`src/rtl/alu_scheduler.sv`:
```
// alu_scheduler: shares one external combinational ALU between two requesters.
// Round-robin arbitration with one operation in flight. Operands and results
// are registered. MUL/DIV hold the ALU inputs for WAIT_CYC extra cycles.
// Divide-by-zero is answered directly with an error response.
//
// Handshake rule used on every channel: a transfer happens on a rising clock
// edge where VALID and READY are both high. A producer holding VALID keeps its
// payload stable until that edge. READY never depends combinationally on the
// consumer's own READY, and all READY/VALID outputs are 0 while i_rst_n is low.
module alu_scheduler #(
    parameter int DW       = 32,
    parameter int WAIT_CYC = 2
) (
    input  logic          i_clk,
    input  logic          i_rst_n,
    // requester 0
    input  logic          i_req0_valid,
    output logic          o_req0_ready,
    input  logic [DW-1:0] i_req0_op1,
    input  logic [DW-1:0] i_req0_op2,
    input  logic [2:0]    i_req0_op,
    // requester 1
    input  logic          i_req1_valid,
    output logic          o_req1_ready,
    input  logic [DW-1:0] i_req1_op1,
    input  logic [DW-1:0] i_req1_op2,
    input  logic [2:0]    i_req1_op,
    // responses (payload shared, VALID per requester)
    output logic          o_rsp0_valid,
    output logic          o_rsp1_valid,
    input  logic          i_rsp0_ready,
    input  logic          i_rsp1_ready,
    output logic [DW-1:0] o_rsp_ops,
    output logic          o_rsp_zf,
    output logic          o_rsp_err,
    // external ALU
    output logic [DW-1:0] o_alu_op1,
    output logic [DW-1:0] o_alu_op2,
    output logic [2:0]    o_alu_op,
    input  logic [DW-1:0] i_alu_ops,
    input  logic          i_alu_zf,
    // status / debug
    output logic          o_busy,
    output logic [1:0]    o_state
);

    localparam int CW = (WAIT_CYC > 0) ? $clog2(WAIT_CYC + 1) : 1;
    localparam logic [2:0] OP_DIV = 3'b101;
    localparam logic [2:0] OP_MUL = 3'b111;

    typedef enum logic [1:0] {
        S_IDLE = 2'd0,
        S_EXEC = 2'd1,
        S_RESP = 2'd2
    } state_t;

    state_t        r_state;
    state_t        w_next_state;
    logic          r_last;
    logic          r_gnt;
    logic [CW-1:0] r_cnt;
    logic [DW-1:0] r_alu_op1;
    logic [DW-1:0] r_alu_op2;
    logic [2:0]    r_alu_op;
    logic [DW-1:0] r_rsp_ops;
    logic          r_rsp_zf;
    logic          r_rsp_err;

    logic          w_req_any;
    logic          w_gnt;
    logic          w_accept;
    logic [DW-1:0] w_sel_op1;
    logic [DW-1:0] w_sel_op2;
    logic [2:0]    w_sel_op;
    logic          w_div0;
    logic          w_long;
    logic          w_rsp_ready_g;
    logic          w_cnt_zero;

    // Arbitration and request selection; on a tie the requester that was not served last wins.
    always_comb begin
        w_req_any     = i_req0_valid | i_req1_valid;
        w_gnt         = (i_req0_valid & i_req1_valid) ? ~r_last : i_req1_valid;
        w_sel_op1     = w_gnt ? i_req1_op1 : i_req0_op1;
        w_sel_op2     = w_gnt ? i_req1_op2 : i_req0_op2;
        w_sel_op      = w_gnt ? i_req1_op  : i_req0_op;
        w_div0        = (w_sel_op == OP_DIV) && (w_sel_op2 == '0);
        w_long        = (w_sel_op == OP_DIV) || (w_sel_op == OP_MUL);
        w_accept      = (r_state == S_IDLE) && w_req_any;
        w_rsp_ready_g = r_gnt ? i_rsp1_ready : i_rsp0_ready;
        w_cnt_zero    = (r_cnt == '0);
    end

    // Next-state logic: divide-by-zero skips EXEC, long ops wait for the counter.
    always_comb begin
        w_next_state = r_state;
        case (r_state)
            S_IDLE: begin
                if (w_accept) begin
                    w_next_state = w_div0 ? S_RESP : S_EXEC;
                end
            end
            S_EXEC: begin
                if (w_cnt_zero) begin
                    w_next_state = S_RESP;
                end
            end
            S_RESP: begin
                if (w_rsp_ready_g) begin
                    w_next_state = S_IDLE;
                end
            end
            default: w_next_state = S_IDLE;
        endcase
    end

    // State register.
    always_ff @(posedge i_clk or negedge i_rst_n) begin
        if (!i_rst_n) begin
            r_state <= S_IDLE;
        end else begin
            r_state <= w_next_state;
        end
    end

    // Operand capture, wait counter, result capture and round-robin history.
    always_ff @(posedge i_clk or negedge i_rst_n) begin
        if (!i_rst_n) begin
            r_last    <= 1'b1;
            r_gnt     <= 1'b0;
            r_cnt     <= '0;
            r_alu_op1 <= '0;
            r_alu_op2 <= '0;
            r_alu_op  <= 3'b000;
            r_rsp_ops <= '0;
            r_rsp_zf  <= 1'b0;
            r_rsp_err <= 1'b0;
        end else begin
            case (r_state)
                S_IDLE: begin
                    if (w_accept) begin
                        r_alu_op1 <= w_sel_op1;
                        r_alu_op2 <= w_sel_op2;
                        r_alu_op  <= w_sel_op;
                        r_gnt     <= w_gnt;
                        r_cnt     <= w_long ? CW'(WAIT_CYC) : '0;
                        if (w_div0) begin
                            r_rsp_ops <= {DW{1'b1}};
                            r_rsp_zf  <= 1'b0;
                            r_rsp_err <= 1'b1;
                        end
                    end
                end
                S_EXEC: begin
                    if (!w_cnt_zero) begin
                        r_cnt <= r_cnt - CW'(1);
                    end else begin
                        r_rsp_ops <= i_alu_ops;
                        r_rsp_zf  <= i_alu_zf;
                        r_rsp_err <= 1'b0;
                    end
                end
                S_RESP: begin
                    if (w_rsp_ready_g) begin
                        r_last <= r_gnt;
                    end
                end
                default: ;
            endcase
        end
    end

    // Handshake outputs are gated by reset so they drop the moment reset asserts.
    always_comb begin
        o_req0_ready = i_rst_n & w_accept & ~w_gnt;
        o_req1_ready = i_rst_n & w_accept &  w_gnt;
        o_rsp0_valid = i_rst_n & (r_state == S_RESP) & ~r_gnt;
        o_rsp1_valid = i_rst_n & (r_state == S_RESP) &  r_gnt;
        o_rsp_ops    = r_rsp_ops;
        o_rsp_zf     = r_rsp_zf;
        o_rsp_err    = r_rsp_err;
        o_alu_op1    = r_alu_op1;
        o_alu_op2    = r_alu_op2;
        o_alu_op     = r_alu_op;
        o_busy       = (r_state != S_IDLE);
        o_state      = r_state;
    end

endmodule

```
`config.mk`:
```
export PLATFORM = sky130hd
export DESIGN_NAME = alu_scheduler
export DESIGN_NICKNAME = d
export VERILOG_FILES = /design/src/rtl/alu_scheduler.sv
export SDC_FILE = /design/constraint.sdc
export NUM_CORES = 1
export LEC_CHECK = 0
export CORE_MARGIN = 2
export CORE_UTILIZATION = 35
export DETAILED_ROUTE_END_ITERATION = 12
export GPL_TIMING_DRIVEN = 0
export MAX_ROUTING_LAYER = met4
export PLACE_DENSITY = 0.77
export SLEW_MARGIN = 20
export SYNTH_ARGS = -nofsm -noshare
export SYNTH_HDL_FRONTEND = slang
export SYNTH_SLANG_ARGS = --single-unit
```
`constraint.sdc`:
```
create_clock -name i_clk -period 1.4 [get_ports i_clk]
set_input_delay 0.21 -clock i_clk [delete_from_list [all_inputs] [get_ports i_clk]]
set_output_delay 0.21 -clock i_clk [all_outputs]
set_load 0.02 [all_outputs]
```
==> metrics <==
clock-pin transition on the worst setup and hold timing paths 70 ps; CP max FO 4; dpl hpwl 12.8 mm; CTS tree done; Finished Core Util 0.622; Design Area, Final 8640 µm²; Num Clock Sinks 107; overall power 17.0 mW; post-placement cell area 8070 µm²; Final Wtd Congestion 0.943; Area Overhead vs Synth 73.6%; Setup CP Type reg2out; maximum clock rate 569 MHz; dominant synthesized flop cell dfrtp_1; FF+latch count, synth roughly 110; drt wl/cell about 17 µm; Final Max Slew Viols 0; Post-synth EDFFs 0; core area 13900 µm²; DRT Pass-1 Iters 4; Setup crit end kind primary output; fraction of registers with async set/reset 1.00; gr busiest metal met2; fin crit period 1760 ps; Ports 281; fin worst setup slack -358 ps; Startpoint Class flop; post-synth net total 642; final setup fails 110; failing checks negative hold slack, negative setup slack; Synth cell types 31; worst slew pin tran 565 ps; clock skew just under 6 ps; first-pass GRT wire length about 25 mm; area of the multi-input gates 2190 µm²; Setup Slack @ Placement -1230 ps; status finished, violations left; post-synthesis sequential area ratio 0.538; Arr. time, crit path roughly 1600 ps; Overflow after GRT 0; Finished Layout Cells 960; M1 GR Usage 0.266; commonest non-fill, non-tap cells in the layout 170 x clkdlybuf4s50_1, 104 x dfrtp_1, 102 x mux2i_1; post-synth design cell area 4980 µm²; vias after detailed routing 4742; Inserted Clock Buffers 9; # port buffers 280; worst skew pair latency between 300 and 400 ps; Avg Synthesized Cell Area 10.6 µm²; CTS max path bufs 2; n_diodes 0; WL final 16.7 mm; filler cell count 1178; total global-route track usage 0.227; Die W between 100 and 150 µm; Synth Instances 468; share of cells above drive strength 1 0.123; Die ar. 15200 µm²; Root Driver clkbuf_16; period utilization 1.26; DRT iter0 DRCs roughly 200; H-tree depth 3; setup TNS -23030 ps; register area 2680 µm²; total number of yosys warnings 0; Std-Cell Rows 43; antenna viol nets, final 0; RSZ-0062 raised after global routing yes; max cap viols 0; largest net degree at the start of global routing between 60 and 70; remaining routing DRC violations 0; effective utilization at floorplan 0.359; M3 GR Usage 0.0424; Pwr Density 1970 nW/µm²; M2 GR Usage 0.393; Worst Hold Class in2async; Die Ht 123 µm; Worst Hold Margin -197 ps; via count of the first global-routing pass 5019; final hold vios 54; Worst VDD drop 0.923 mV; Post-Place Cells slightly above 900; vias per cell 4.94; initial antenna violation count 0; commonest non-fill, non-tap cell in the layout clkdlybuf4s50_1; Slew headroom 0.624; nets@finish between 900 and 1000; Crit path required time between 1000 and 1500 ps; Leakage 4.37 nW
## worst paths after layout
path,startpoint,end,slack (ps),cells past startpoint
min in group i_clk,i_alu_ops[28],o_rsp_ops[28],450,3
max in group asynchronous,i_rst_n,o_rsp_ops[24],920,2
worst min-delay path,i_rst_n,o_alu_op2[26],-200,1
worst max-delay path,r_last,o_req1_ready,-360,5
worst min register to register,o_alu_op1[1],o_alu_op1[1],470,2
worst max register to register,r_last,o_state[1],-350,7
## registers in the layout (all words and copies together), names as in the netlist
name       count
o_alu_op       3
o_rsp_ops     32
o_alu_op2     32
r_gnt          1
o_alu_op1     32
o_rsp_err      1
o_state        2
r_cnt          2
r_last         1
o_rsp_zf       1
## what timing repair did
| action | in CTS | in global routing |
|---|---|---|
| buffers inserted | 10 | 4 |
| endpoints found under the hold margin | 54 | 54 |
| pin swaps | 6 | 1 |
| setup endpoints to repair | 214 | 135 |
| gates resized for setup | 143 | 43 |
| cloned | 1 | 0 |
## kinds of logic after synthesis
group | share of synthesized area
mux | 0.205
flops | 0.538
fa+ha+maj | 0.00251
simple gates | 0.133
buf+inv | 0.0387
compound gates | 0.0827
## synth_stat cells (all sizes together), types with 2 or more instances
| master | count | area, µm² |
|---|---|---|
| a21oi | 3 | 15.0 |
| and2 | 3 | 18.8 |
| and3 | 2 | 12.5 |
| buf | 20 | 144 |
| clkbuf | 10 | 37.5 |
| dfrtp | 106 | 2650 |
| inv | 3 | 11.3 |
| mux2i | 102 | 1020 |
| nand2 | 105 | 409 |
| nand3 | 5 | 37.5 |
| nand4 | 4 | 25.0 |
| nor2 | 8 | 30.0 |
| nor3 | 2 | 10.0 |
| nor4 | 14 | 87.6 |
| o21ai | 71 | 355 |
## layout make-up
type | count | share of cell area
flip-flops and latches | 107 | 0.310
well taps | 180 | 0.0261
plain buffers | 30 | 0.0319
inverters | 3 | 0.00130
repair buffers | 296 | 0.339
multi-input cells | 328 | 0.254
clock inverters | 6 | 0.0101
clock buffers | 10 | 0.0277
## metal layers
metal | wire, µm | part of all wire
met1 | 6650 | 0.40
met5 | 0 | 0
met3 | 1060 | 0.063
met4 | 340 | 0.020
met2 | 8650 | 0.52
## worst max-delay path, cell delays in order, from the launching register on
cell and delay, ps:
dfstp_2 570, a21boi_4 80, buf_8 140, buf_12 120, and3_4 160, buf_6 130
## where the power goes
part	internal, mW	switching [mW]	leakage, nW
clock network	1.62	1.18	0.163
registers	4.64	0.808	1.29
logic	3.77	4.96	2.91
Note: power is estimated with default switching activity, not from simulation.
